[src/rtl/e_longop_pkg.sv]
// Shared definitions for the execute-stage long-op retire queue.
// Unit index constants and width helpers used to size pointers and unit-index fields.
// Entry layouts are declared inside the modules because their widths depend on module parameters.
package e_longop_pkg;

  // Fixed unit slots: index 0 is the extended ALU (mul/div), index 1 the shift/count ALU.
  localparam int UNIT_XALU = 0;
  localparam int UNIT_SALU = 1;

  // Pointer width: entry index plus one wrap bit to tell full from empty.
  function automatic int ptr_w(input int depth);
    return $clog2(depth) + 1;
  endfunction

  // Unit-index width, never below one bit so single-unit builds still have a legal field.
  function automatic int idx_w(input int n);
    return (n > 1) ? $clog2(n) : 1;
  endfunction

endpackage

[src/rtl/e_longop_slot.sv]
// One parked entry of the long-op retire queue: written at issue, captures its unit's result, freed at retire.
// Latency: a write, capture or invalidate is visible one cycle after the requesting edge.
// Backpressure: none locally; the top only writes a free slot and only invalidates the head.
//
// Ports:
//   Clk, reset             clock and synchronous active-high reset
//   clear_i                flush: drop the entry
//   wr_i/wr_unit_i/wr_payload_i  issue write into this (free) slot
//   unit_done_i/unit_result_i    completion pulses and results of all units
//   inv_i                  retire of this slot (wins over a same-cycle capture)
//   valid_o/unit_o/done_o/result_o/payload_o  stored entry
//   wait_o                 entry is valid and still waiting for its unit
module e_longop_slot
  import e_longop_pkg::*;
#(
  parameter int NUM_UNITS = 2,
  parameter int PAYLOAD_W = 160,
  parameter int DATA_W    = 32
) (
  input  logic                          Clk,
  input  logic                          reset,
  input  logic                          clear_i,
  input  logic                          wr_i,
  input  logic [idx_w(NUM_UNITS)-1:0]   wr_unit_i,
  input  logic [PAYLOAD_W-1:0]          wr_payload_i,
  input  logic [NUM_UNITS-1:0]          unit_done_i,
  input  logic [NUM_UNITS*DATA_W-1:0]   unit_result_i,
  input  logic                          inv_i,
  output logic                          valid_o,
  output logic [idx_w(NUM_UNITS)-1:0]   unit_o,
  output logic                          done_o,
  output logic [DATA_W-1:0]             result_o,
  output logic [PAYLOAD_W-1:0]          payload_o,
  output logic                          wait_o
);

  localparam int UNIT_W = idx_w(NUM_UNITS);

  typedef struct packed {
    logic                 valid;
    logic [UNIT_W-1:0]    unit;
    logic                 done;
    logic [DATA_W-1:0]    result;
    logic [PAYLOAD_W-1:0] payload;
  } entry_t;

  entry_t ent_q, ent_d;

  logic              sel_done;
  logic [DATA_W-1:0] sel_result;

  // Pick out the completion lane of the unit this entry is parked on.
  always_comb begin
    sel_done   = 1'b0;
    sel_result = '0;
    for (int u = 0; u < NUM_UNITS; u++) begin
      if (ent_q.unit == UNIT_W'(u)) begin
        sel_done   = unit_done_i[u];
        sel_result = unit_result_i[u*DATA_W +: DATA_W];
      end
    end
  end

  always_comb begin
    ent_d = ent_q;
    if (clear_i) begin
      ent_d = '0;
    end else if (inv_i) begin
      // Retire may consume a same-cycle completion through the bypass; nothing left to capture.
      ent_d.valid = 1'b0;
      ent_d.done  = 1'b0;
    end else if (wr_i) begin
      ent_d.valid   = 1'b1;
      ent_d.unit    = wr_unit_i;
      ent_d.payload = wr_payload_i;
      ent_d.done    = 1'b0;
      ent_d.result  = '0;
    end else if (ent_q.valid && !ent_q.done && sel_done) begin
      ent_d.done   = 1'b1;
      ent_d.result = sel_result;
    end
  end

  always_ff @(posedge Clk) begin
    if (reset) begin
      ent_q <= '0;
    end else begin
      ent_q <= ent_d;
    end
  end

  assign valid_o   = ent_q.valid;
  assign unit_o    = ent_q.unit;
  assign done_o    = ent_q.done;
  assign result_o  = ent_q.result;
  assign payload_o = ent_q.payload;
  assign wait_o    = ent_q.valid && !ent_q.done;

endmodule

[src/rtl/e_longop_retire_queue.sv]
// Parks long-latency execute ops while their non-pipelined units compute; retires them in issue order to E/M.
// Latency: a done pulse on the head entry produces retire_valid_o after the next edge (result bypassed).
// Backpressure: issue_ready_o drops when full or the target unit is busy; retire_stall_i freezes the retire registers.
//
// Ports:
//   Clk, reset                          clock, synchronous active-high reset
//   flush_i                             exception flush, drops every entry and the retire registers
//   issue_valid_i/unit_i/payload_i      issue request from decode
//   issue_ready_o                       request is accepted this cycle when issue_valid_i is high
//   unit_start_o                        one-hot start to the unit, in the accept cycle
//   unit_done_i/unit_result_i           per-unit completion pulse and result
//   retire_stall_i                      memory-stage stall
//   retire_valid_o/payload_o/data_o     registered retire outputs
//   busy_o/count_o/unit_pending_o       occupancy for hazard logic
//   err_o                               sticky: completion with no waiting entry
module e_longop_retire_queue
  import e_longop_pkg::*;
#(
  parameter int NUM_UNITS = 2,
  parameter int DEPTH     = 2,
  parameter int PAYLOAD_W = 160,
  parameter int DATA_W    = 32
) (
  input  logic                          Clk,
  input  logic                          reset,
  input  logic                          flush_i,
  input  logic                          issue_valid_i,
  input  logic [idx_w(NUM_UNITS)-1:0]   issue_unit_i,
  input  logic [PAYLOAD_W-1:0]          issue_payload_i,
  output logic                          issue_ready_o,
  output logic [NUM_UNITS-1:0]          unit_start_o,
  input  logic [NUM_UNITS-1:0]          unit_done_i,
  input  logic [NUM_UNITS*DATA_W-1:0]   unit_result_i,
  input  logic                          retire_stall_i,
  output logic                          retire_valid_o,
  output logic [PAYLOAD_W-1:0]          retire_payload_o,
  output logic [DATA_W-1:0]             retire_data_o,
  output logic                          busy_o,
  output logic [ptr_w(DEPTH)-1:0]       count_o,
  output logic [NUM_UNITS-1:0]          unit_pending_o,
  output logic                          err_o
);

  localparam int UNIT_W = idx_w(NUM_UNITS);
  localparam int PTR_W  = ptr_w(DEPTH);
  localparam int IDX_W  = PTR_W - 1;
  localparam logic [UNIT_W:0] UNIT_LIM = (UNIT_W + 1)'(NUM_UNITS);

  logic [PTR_W-1:0]     head_q, head_d, tail_q, tail_d;
  logic [NUM_UNITS-1:0] pending_q, pending_d;
  logic                 retire_valid_q, retire_valid_d;
  logic [PAYLOAD_W-1:0] retire_payload_q, retire_payload_d;
  logic [DATA_W-1:0]    retire_data_q, retire_data_d;
  logic                 err_q, err_d;

  logic [DEPTH-1:0]     slot_valid, slot_done, slot_wait, slot_wr, slot_inv;
  logic [UNIT_W-1:0]    slot_unit    [DEPTH];
  logic [DATA_W-1:0]    slot_result  [DEPTH];
  logic [PAYLOAD_W-1:0] slot_payload [DEPTH];

  logic [IDX_W-1:0]     head_idx, tail_idx;
  logic                 full, unit_ok, accept;
  logic [UNIT_W-1:0]    head_unit;
  logic                 head_bypass, head_ready, retire_fire;
  logic [DATA_W-1:0]    bypass_data, head_data;
  logic [NUM_UNITS-1:0] unit_waiting;
  logic                 stray_done;

  assign head_idx = head_q[IDX_W-1:0];
  assign tail_idx = tail_q[IDX_W-1:0];
  assign full     = (head_q[PTR_W-1] != tail_q[PTR_W-1]) && (head_idx == tail_idx);

  // Full is judged on registered pointers, so a same-cycle retire never frees a slot for issue.
  assign unit_ok       = {1'b0, issue_unit_i} < UNIT_LIM;
  assign issue_ready_o = !reset && !flush_i && !full && unit_ok && !pending_q[issue_unit_i];
  assign accept        = issue_valid_i && issue_ready_o;

  always_comb begin
    unit_start_o = '0;
    if (accept) begin
      unit_start_o[issue_unit_i] = 1'b1;
    end
  end

  genvar gi;
  generate
    for (gi = 0; gi < DEPTH; gi++) begin : g_slot
      assign slot_wr[gi]  = accept && (tail_idx == IDX_W'(gi));
      assign slot_inv[gi] = retire_fire && (head_idx == IDX_W'(gi));

      e_longop_slot #(
        .NUM_UNITS (NUM_UNITS),
        .PAYLOAD_W (PAYLOAD_W),
        .DATA_W    (DATA_W)
      ) u_slot (
        .Clk           (Clk),
        .reset         (reset),
        .clear_i       (flush_i),
        .wr_i          (slot_wr[gi]),
        .wr_unit_i     (issue_unit_i),
        .wr_payload_i  (issue_payload_i),
        .unit_done_i   (unit_done_i),
        .unit_result_i (unit_result_i),
        .inv_i         (slot_inv[gi]),
        .valid_o       (slot_valid[gi]),
        .unit_o        (slot_unit[gi]),
        .done_o        (slot_done[gi]),
        .result_o      (slot_result[gi]),
        .payload_o     (slot_payload[gi]),
        .wait_o        (slot_wait[gi])
      );
    end
  endgenerate

  // Head can retire on the same cycle its unit finishes, taking the result straight from the unit.
  assign head_unit = slot_unit[head_idx];

  always_comb begin
    head_bypass = 1'b0;
    bypass_data = '0;
    for (int u = 0; u < NUM_UNITS; u++) begin
      if (head_unit == UNIT_W'(u)) begin
        head_bypass = unit_done_i[u];
        bypass_data = unit_result_i[u*DATA_W +: DATA_W];
      end
    end
  end

  assign head_ready  = slot_valid[head_idx] && (slot_done[head_idx] || head_bypass);
  assign head_data   = slot_done[head_idx] ? slot_result[head_idx] : bypass_data;
  assign retire_fire = head_ready && !retire_stall_i && !flush_i;

  // A done pulse is legal only if some entry for that unit is still waiting on it.
  always_comb begin
    unit_waiting = '0;
    for (int i = 0; i < DEPTH; i++) begin
      for (int u = 0; u < NUM_UNITS; u++) begin
        if (slot_wait[i] && (slot_unit[i] == UNIT_W'(u))) begin
          unit_waiting[u] = 1'b1;
        end
      end
    end
  end

  assign stray_done = |(unit_done_i & ~unit_waiting);

  always_comb begin
    head_d           = head_q;
    tail_d           = tail_q;
    pending_d        = pending_q;
    retire_valid_d   = retire_valid_q;
    retire_payload_d = retire_payload_q;
    retire_data_d    = retire_data_q;
    err_d            = err_q;
    if (flush_i) begin
      head_d           = '0;
      tail_d           = '0;
      pending_d        = '0;
      retire_valid_d   = 1'b0;
      retire_payload_d = '0;
      retire_data_d    = '0;
    end else begin
      if (accept) begin
        tail_d                  = tail_q + PTR_W'(1);
        pending_d[issue_unit_i] = 1'b1;
      end
      if (retire_fire) begin
        head_d               = head_q + PTR_W'(1);
        pending_d[head_unit] = 1'b0;
        retire_valid_d       = 1'b1;
        retire_payload_d     = slot_payload[head_idx];
        retire_data_d        = head_data;
      end else if (!retire_stall_i) begin
        retire_valid_d = 1'b0;
      end
      if (stray_done) begin
        err_d = 1'b1;
      end
    end
  end

  always_ff @(posedge Clk) begin
    if (reset) begin
      head_q           <= '0;
      tail_q           <= '0;
      pending_q        <= '0;
      retire_valid_q   <= 1'b0;
      retire_payload_q <= '0;
      retire_data_q    <= '0;
      err_q            <= 1'b0;
    end else begin
      head_q           <= head_d;
      tail_q           <= tail_d;
      pending_q        <= pending_d;
      retire_valid_q   <= retire_valid_d;
      retire_payload_q <= retire_payload_d;
      retire_data_q    <= retire_data_d;
      err_q            <= err_d;
    end
  end

  assign retire_valid_o   = retire_valid_q;
  assign retire_payload_o = retire_payload_q;
  assign retire_data_o    = retire_data_q;
  assign count_o          = tail_q - head_q;
  assign busy_o           = (count_o != '0);
  assign unit_pending_o   = pending_q;
  assign err_o            = err_q;

endmodule

[config.mk]
export PLATFORM = sky130hd
export DESIGN_NAME = e_longop_retire_queue
export DESIGN_NICKNAME = d
export VERILOG_FILES = /design/src/rtl/e_longop_pkg.sv /design/src/rtl/e_longop_slot.sv /design/src/rtl/e_longop_retire_queue.sv
export SDC_FILE = /design/constraint.sdc
export NUM_CORES = 1
export LEC_CHECK = 0
export BUFFER_PORTS_ARGS = -buffer_cell sky130_fd_sc_hd__buf_2
export CORE_ASPECT_RATIO = 0.9
export CORE_MARGIN = 4
export CORE_UTILIZATION = 50
export CTS_CLUSTER_SIZE = 10
export DETAILED_ROUTE_END_ITERATION = 10
export HOLD_SLACK_MARGIN = 0.1
export PLACE_DENSITY = 0.75
export SETUP_SLACK_MARGIN = 0.5
export SYNTH_ARGS = -nofsm -noshare
export SYNTH_HDL_FRONTEND = slang
export SYNTH_SLANG_ARGS = --single-unit
[constraint.sdc]
create_clock -name Clk -period 2 [get_ports Clk]
set_input_delay 0.3 -clock Clk [delete_from_list [all_inputs] [get_ports Clk]]
set_output_delay 0.3 -clock Clk [all_outputs]
set_load 0.005 [all_outputs]
# Word level (Yosys, flattened, before mapping)
# Cells that the tools add are included.
[word_totals]
reg_bits = 590
latchBits = 0
ram_bits = 0
romBits = 0
input_bits = 232
output_inout_bits = 202
elab_cells = 126
n_memories = 0
[classes]
n_addsub = 3
n_mul = 0
div = 0
n_lt_le_gt_ge = 6
n_eq_ne = 3
shift = 0
n_mux = 40
bitwise_logic = 13
reduce_logical = 44
[op_table]
columns = ["cell", "count"]
rows = [
  ["$mux 160", 3],
  ["$mux 32", 11],
  ["$logic_and 1x1->1", 22],
  ["$mux 1", 20],
  ["$reduce_and 2->1", 5],
  ["$mux 2", 4],
  ["$reduce_or 4->1", 2],
  ["$logic_not 1->1", 7],
  ["$not 1->1", 7],
  ["$lt 1x2->1 const B", 3],
  ["$reduce_bool 2->1", 3],
  ["$reduce_or 3->1", 2],
  ["$add 2x1->2 const B", 2],
  ["$and 2x2->2", 2],
  ["$not 2->2", 2],
  ["$reduce_or 2->1", 2],
  ["$demux 1 s1", 2],
  ["$ge 1x1->1 const B", 2],
  ["$ge 2x2->1 const B", 1],
  ["$ne 2x1->1 const B", 1],
  ["$not 1->2", 1],
  ["$or 2x2->2", 1],
  ["$sub 2x2->2", 1],
  ["$eq 1x1->1", 1],
  ["2 further kinds", 2],
]

# Logic depth before layout (Yosys ltp)
[logic_depth]
ltp_word = 12
ltp_mapped = 9
ltp_nobuf = 6

# By module
# From an unflattened synthesis, not the netlist that was laid out.
[hier_totals]
hier_cells = 2809
area_unflattened_um2 = 24463.5
[by_module_without_submodules]
columns = ["module", "instances", "cells_each", "area_per_inst_um2"]
rows = [
  ["e_longop_slot", 2, 889, 7643.6],
  ["e_longop_retire_queue", 1, 1031, 9176.3],
]

# Worst setup path before layout
# Ideal clock, no wire load.
[synth_path]
path_kind = "flip-flop to flip-flop"
from = "reg head_q[0]"
to = "reg g_slot[0].u_slot.ent_q, in the netlist g_slot[0].u_slot.payload_o[100]"
setup_time_ns = 0.072
arrival_ns = 2.066
t_required_ns = 1.928
path_slack_ns = -0.137
path_stages_with_launch = 10
path_buffers = 4
cell_sequence = "dfxtp_1 buf_4 mux2i_4 and2_1 o2111a_1 nand2b_1 buf_4 buf_6 buf_6 mux2i_1"
[synth_between]
elab_chain_cells = 12
word_cells_on_any_way = 24
[synth_rtl]
columns = ["element", "line_no", "rtl"]
rows = [
  ["start, declared", "e_longop_retire_queue.sv:49", "logic [PTR_W-1:0] head_q, head_d, tail_q, tail_d;"],
  ["start signal, assigned", "e_longop_retire_queue.sv:184", "head_q <= '0;"],
  ["start signal, assigned", "e_longop_retire_queue.sv:192", "head_q <= head_d;"],
  ["$not 1->2 (implied by the code)", "e_longop_retire_queue.sv:116", "assign head_unit = slot_unit[head_idx];"],
  ["$mux 1 (implied by the code) (3 in series)", "e_longop_retire_queue.sv:116", ""],
  ["$mux 1", "e_longop_retire_queue.sv:122", "if (head_unit == UNIT_W'(u)) begin"],
  ["$logic_or 1x1->1", "e_longop_retire_queue.sv:129", "assign head_ready = slot_valid[head_idx] && (slot_done[head_idx] || head_bypass);"],
  ["$logic_and 1x1->1", "e_longop_retire_queue.sv:129", ""],
  ["$logic_and 1x1->1 (2 in series)", "e_longop_retire_queue.sv:131", "assign retire_fire = head_ready && !retire_stall_i && !flush_i;"],
  ["$logic_and 1x1->1", "e_longop_retire_queue.sv:89", "assign slot_inv[gi] = retire_fire && (head_idx == IDX_W'(gi));"],
  ["$not 1->1 (no source line)", "--", ""],
  ["$reduce_and 2->1 (no source line) (*)", "--", ""],
  ["end signal, assigned", "e_longop_slot.sv:88", "ent_q <= ent_d;"],
  ["end, declared", "e_longop_slot.sv:47", "entry_t ent_q, ent_d;"],
]
# Every way passes the cells marked *; elsewhere a longest branch is shown, timed or not. The select of a mux whose other input is x is not followed.
# A chain may end at the register's enable or synchronous reset.

# Worst setup path after layout
[layout_path]
from = "reg tail_q[1]"
to = "reg g_slot[0].u_slot.ent_q, in the netlist g_slot[0].u_slot.payload_o[140]"
[layout_between]
elab_chain_cells = 8
[layout_rtl]
columns = ["element", "line_no", "rtl"]
rows = [
  ["start, declared", "e_longop_retire_queue.sv:49", ""],
  ["start signal, assigned", "e_longop_retire_queue.sv:193", "tail_q <= tail_d;"],
  ["$ne 1x1->1", "e_longop_retire_queue.sv:71", "assign full = (head_q[PTR_W-1] != tail_q[PTR_W-1]) && (head_idx == tail_idx);"],
  ["$logic_and 1x1->1", "e_longop_retire_queue.sv:71", ""],
  ["$logic_not 1->1", "e_longop_retire_queue.sv:75", "assign issue_ready_o = !reset && !flush_i && !full && unit_ok && !pending_q[issue_unit_i];"],
  ["$logic_and 1x1->1 (2 in series)", "e_longop_retire_queue.sv:75", ""],
  ["$logic_and 1x1->1", "e_longop_retire_queue.sv:76", "assign accept = issue_valid_i && issue_ready_o;"],
  ["$logic_and 1x1->1", "e_longop_retire_queue.sv:88", "assign slot_wr[gi] = accept && (tail_idx == IDX_W'(gi));"],
  ["$reduce_and 2->1 (no source line)", "--", ""],
]
# Every way passes these cells.

==> results_tabular.tex <==
\begin{tabular}{lr}
\hline
Metric & Value \\
\hline
\multicolumn{2}{l}{\textbf{Finish}} \\
\quad Fill cell instance count of the final layout & 2495 \\
\quad Fraction of final layout cells sized beyond drive strength 1 & 38.7\% \\
\quad Layout-stage area growth over the synthesis result & 53.9\% \\
\quad Nets & 3612 \\
\quad Final instance count without filler cells & 4031 \\
\multicolumn{2}{l}{\textbf{Clocking}} \\
\quad Number of sinks handled by clock tree synthesis & 590 \\
\quad Clock latency on the worst-skew pair & 0.60 ns \\
\quad Clock tree from TritonCTS & yes \\
\quad Buffers from clock root to sink, at most & 3 \\
\quad Clock edge transition at the registers on the reported setup and hold paths & 0.06 ns \\
\quad H-Tree Depth & 3 \\
\quad Root buffer cell & sky130\_fd\_sc\_hd\_\_clkbuf\_16 \\
\quad Number of buffers created by CTS & 70 \\
\multicolumn{2}{l}{\textbf{STA}} \\
\quad Hold slack final & 0.150 ns \\
\quad Final Worst Setup Slack & -0.267 ns \\
\quad Setup violators final & 465 \\
\quad Period Utilization, post-route & 113\% \\
\quad Setup TNS & -58.93 ns \\
\quad Final hold violation count & 0 \\
\quad Slew Limit Headroom & 45.4\% \\
\quad RSZ-0062 raised after global routing & true \\
\quad Post-layout min period & 2.27 ns \\
\quad Peak clock frequency supported by timing & 441 MHz \\
\quad Slew at the pin closest to its max-slew limit & 0.816 ns \\
\quad Number of max-slew violations in the final report & 0 \\
\quad Setup skew after layout & 0.0186 ns \\
\multicolumn{2}{l}{\textbf{Global route}} \\
\quad Layer with the highest usage after global routing & met2 \\
\quad Number of antenna violations at the first check in global routing & 4 \\
\quad Number of global-route vias before repair & 24797 \\
\quad Routing usage on met2 & 56.6\% \\
\quad Wire length of the first global-routing pass & 136000 um \\
\quad Combined global-route utilization of all metal layers & 31.8\% \\
\quad Met3 routing resource usage after global routing & 5.90\% \\
\quad Largest net degree at the start of global routing & 109 \\
\quad Grt ovf & 0 \\
\quad Global routing met1 resource utilization & 36.5\% \\
\multicolumn{2}{l}{\textbf{Setup path}} \\
\quad Largest driver fanout on the critical path & 5 \\
\quad Critical path's largest stage delay & 0.41 ns \\
\quad Kind of end point of the critical path & flip-flop \\
\quad Slowest stage cell, crit path & sky130\_fd\_sc\_hd\_\_a2111oi\_4 \\
\quad Worst Setup Start Kind & flip-flop \\
\quad Data arrival time of the worst path & 2.77 ns \\
\quad Critical path required time & 2.51 ns \\
\quad Path type of the worst setup path & reg -> reg \\
\quad Critical path, cell by cell & xor2\_2, buf\_12, buf\_6, buf\_8, a2111oi\_4, nand2b\_4, buf\_6, clkbuf\_16, clkbuf\_16, mux2i\_1 \\
\multicolumn{2}{l}{\textbf{Routing}} \\
\quad Drt first-iter violations & 2166 \\
\quad Number of vias after detailed routing & 24017 \\
\quad Drt first pass iters & 5 \\
\quad Number of nets with antenna violations after routing & 0 \\
\quad Wire per inst & 24.3 um \\
\quad Post-detailed-routing wire length & 97800 um \\
\quad Detailed-route vias per instance & 5.96 \\
\quad DRC errors left & 0 \\
\multicolumn{2}{l}{\textbf{Floorplan}} \\
\quad Initial core utilization & 50.5\% \\
\quad Height of the die & 219 um \\
\quad Area of the core region & 49000 um\^{}2 \\
\quad Die width & 243 um \\
\quad Die area & 53200 um\^{}2 \\
\quad Rows & 77 \\
\quad Number of primary I/O pins & 434 \\
\multicolumn{2}{l}{\textbf{Place}} \\
\quad Port buffer count & 433 \\
\quad RePlAce Congestion & 0.852 \\
\quad Placed Cells incl. Taps & 3592 \\
\quad HPWL reported at the end of detailed placement & 45700 um \\
\multicolumn{2}{l}{\textbf{Run}} \\
\quad Max-cap check violation count & 0 \\
\multicolumn{2}{l}{\textbf{Min path}} \\
\quad Kind of path behind the tightest hold check & in -> reg \\
\multicolumn{2}{l}{\textbf{Synthesis}} \\
\quad Share of the yosys chip area belonging to registers & 47.7\% \\
\quad Cell count after synthesis & 2597 \\
\quad Number of distinct library cell variants in the gate-level netlist after synthesis & 40 \\
\quad Number of warnings issued by yosys & 0 \\
\quad Yosys reg bits & 590 \\
\quad Post-synthesis cell area & 24800 um\^{}2 \\
\quad Post-synth net total & 2830 \\
\quad Average footprint of a synthesized cell & 9.54 um\^{}2 \\
\multicolumn{2}{l}{\textbf{Pwr}} \\
\quad Leakage & 0.0170 uW \\
\quad P per Cell Area & 683 nW/um\^{}2 \\
\quad Maximum resistive drop on vdd & 0.000714 V \\
\quad Power consumption & 26000 uW \\
\multicolumn{2}{l}{\textbf{Status}} \\
\quad Run status & complete, but fails checks \\
\quad Violations in the final reports & negative setup slack \\
\hline
\end{tabular}
==> final cells by class <==
class                           count  area (um^2)  share of cell area [%]
Clock buffer                       82         1920                    5.04
Clock inverter                      4         48.8                   0.128
Antenna cell                        6         15.0                  0.0394
Sequential cell                   590        11800                    31.0
Inverter                          156          586                    1.54
Multi-Input combinational cell   1662        13800                    36.2
Timing Repair Buffer              899         9120                    23.9
Tap cell                          632          791                    2.07
==> through the flow <==
stage	setup slack, ns	util, %	area (um^2)
3_3_place_gp	-0.0718	58.7	28800
2_1_floorplan	-0.00283	-	25200
6_report	-0.267	77.7	38100
4_1_cts	-0.277	73.6	36100
3_5_place_dp	-0.104	58.7	28800
5_1_grt	-0.339	77.7	38100
==> state kept, by name (all words and copies together) (netlist names) <==
| name | cells |
|---|---|
| retire_data_o | 32 |
| retire_payload_o | 160 |
| g_slot.u_slot.valid_o | 2 |
| g_slot.u_slot.result_o | 64 |
| g_slot.u_slot.unit_o | 2 |
| g_slot.u_slot.done_o | 2 |
| head_q | 2 |
| retire_valid_o | 1 |
| g_slot.u_slot.payload_o | 320 |
| tail_q | 2 |
| unit_pending_o | 2 |
| err_o | 1 |
==> cell usage after synthesis <==
| cell | number | area (um^2) |
|---|---|---|
| sky130_fd_sc_hd__o221a_2 | 1 | 11.3 |
| sky130_fd_sc_hd__a21oi_2 | 1 | 8.76 |
| sky130_fd_sc_hd__and3_1 | 1 | 6.26 |
| sky130_fd_sc_hd__o21a_1 | 1 | 7.51 |
| sky130_fd_sc_hd__nor2_1 | 204 | 766 |
| sky130_fd_sc_hd__buf_4 | 8 | 60.1 |
| sky130_fd_sc_hd__a21boi_2 | 1 | 11.3 |
| sky130_fd_sc_hd__dfxtp_1 | 590 | 11800 |
| sky130_fd_sc_hd__buf_6 | 8 | 90.1 |
| sky130_fd_sc_hd__nand2_1 | 503 | 1890 |
| sky130_fd_sc_hd__xnor2_1 | 1 | 8.76 |
| sky130_fd_sc_hd__mux2i_1 | 580 | 5810 |
| sky130_fd_sc_hd__and2_1 | 1 | 6.26 |
| sky130_fd_sc_hd__a211oi_2 | 1 | 12.5 |
| sky130_fd_sc_hd__nand2b_1 | 4 | 25.0 |
| sky130_fd_sc_hd__a211o_1 | 1 | 8.76 |
| sky130_fd_sc_hd__or2_0 | 1 | 6.26 |
| sky130_fd_sc_hd__a32oi_1 | 1 | 8.76 |
| sky130_fd_sc_hd__nor3_1 | 4 | 20.0 |
| sky130_fd_sc_hd__mux2_2 | 97 | 1090 |
| sky130_fd_sc_hd__ha_1 | 1 | 12.5 |
| sky130_fd_sc_hd__buf_2 | 44 | 220 |
| sky130_fd_sc_hd__xor2_1 | 3 | 26.3 |
| sky130_fd_sc_hd__o22ai_1 | 32 | 200 |
| sky130_fd_sc_hd__clkbuf_1 | 126 | 473 |
| sky130_fd_sc_hd__inv_1 | 156 | 586 |
| sky130_fd_sc_hd__a21oi_1 | 39 | 195 |
| sky130_fd_sc_hd__o21ai_0 | 5 | 25.0 |
| sky130_fd_sc_hd__nor2_2 | 1 | 6.26 |
| sky130_fd_sc_hd__buf_1 | 7 | 26.3 |
| sky130_fd_sc_hd__a311oi_1 | 1 | 8.76 |
| sky130_fd_sc_hd__mux2i_4 | 1 | 22.5 |
| sky130_fd_sc_hd__o2111a_1 | 1 | 11.3 |
| sky130_fd_sc_hd__a2111oi_2 | 1 | 15.0 |
| sky130_fd_sc_hd__or3b_2 | 1 | 8.76 |
| sky130_fd_sc_hd__nand3_1 | 4 | 20.0 |
| sky130_fd_sc_hd__a2111oi_4 | 1 | 27.5 |
| sky130_fd_sc_hd__o2111ai_2 | 1 | 15.0 |
| sky130_fd_sc_hd__nor2b_1 | 2 | 12.5 |
| sky130_fd_sc_hd__a211oi_1 | 161 | 1210 |
==> logic make-up (layout without fill, tap and decap cells) <==
| logic type | after synthesis | after routing | synth area share (%) |
|---|---|---|---|
| compound gates | 249 | 249 | 7.17 |
| xor+xnor | 4 | 4 | 0.141 |
| fa+ha+maj | 1 | 1 | 0.0505 |
| buf+inv | 349 | 1141 | 5.87 |
| flops | 590 | 590 | 47.7 |
| mux | 678 | 678 | 27.9 |
| other cells | 0 | 6 | 0 |
| simple gates | 726 | 730 | 11.2 |
==> critical path: cells and delay by family (launching register included) <==
kind            cells  cell delay [ns]
xor+xnor            1             0.19
compound gates      1             0.41
simple gates        1             0.16
flops               1             0.34
mux                 1             0.20
buf+inv             6             0.88
==> where the power goes <==
| part | total [uW] | switching, uW | internal (uW) |
|---|---|---|---|
| registers | 12000 | 102 | 11900 |
| logic | 2330 | 1230 | 1110 |
| clock network | 11700 | 4960 | 6720 |
==> final timing paths <==
check | start | endpoint | slack [ns] | depth (start not counted)
max | tail_q[1] | g_slot[0].u_slot.payload_o[140] | -0.27 | 10
min | issue_valid_i | tail_q[0] | 0.15 | 3
min reg2reg | g_slot[1].u_slot.payload_o[13] | g_slot[1].u_slot.payload_o[13] | 0.46 | 2
max reg2reg | tail_q[1] | g_slot[0].u_slot.payload_o[140] | -0.27 | 10
==> timing repair <==
action | 4_1_cts | 5_1_grt
pin swaps | 100 | 83
gates cloned | 64 | 11
hold buffers | 163 | 0
setup endpoints to repair | 596 | 597
gates resized for setup | 341 | 336
endpoints found under the hold margin | 322 | 0
setup buffers | 71 | 38
==> per-layer routing <==
| metal | share of wire [%] | up-vias |
|---|---|---|
| met2 | 50 | 1576 |
| met4 | 6.2 | 2 |
| met5 | 0.011 | - |
| met1 | 36 | 11608 |
| met3 | 7.7 | 499 |
| li1 | - | 10332 |
==> cells in the final DEF (no fill, tap or decap), types with 31 or more instances in the layout <==
cell and instances:
sky130_fd_sc_hd__dfxtp_1 583, sky130_fd_sc_hd__mux2i_1 564, sky130_fd_sc_hd__nand2_1 436, sky130_fd_sc_hd__buf_2 430, sky130_fd_sc_hd__dlygate4sd3_1 163, sky130_fd_sc_hd__inv_1 153, sky130_fd_sc_hd__a211oi_2 150, sky130_fd_sc_hd__nor2_1 123
sky130_fd_sc_hd__mux2_2 96, sky130_fd_sc_hd__clkbuf_16 85, sky130_fd_sc_hd__buf_12 84, sky130_fd_sc_hd__buf_6 67, sky130_fd_sc_hd__buf_16 64, sky130_fd_sc_hd__nor2_4 62, sky130_fd_sc_hd__buf_4 52, sky130_fd_sc_hd__nand2_4 42
sky130_fd_sc_hd__a21oi_1 33, sky130_fd_sc_hd__o22ai_2 31
No activity file was read; power rests on OpenSTA's default activity.
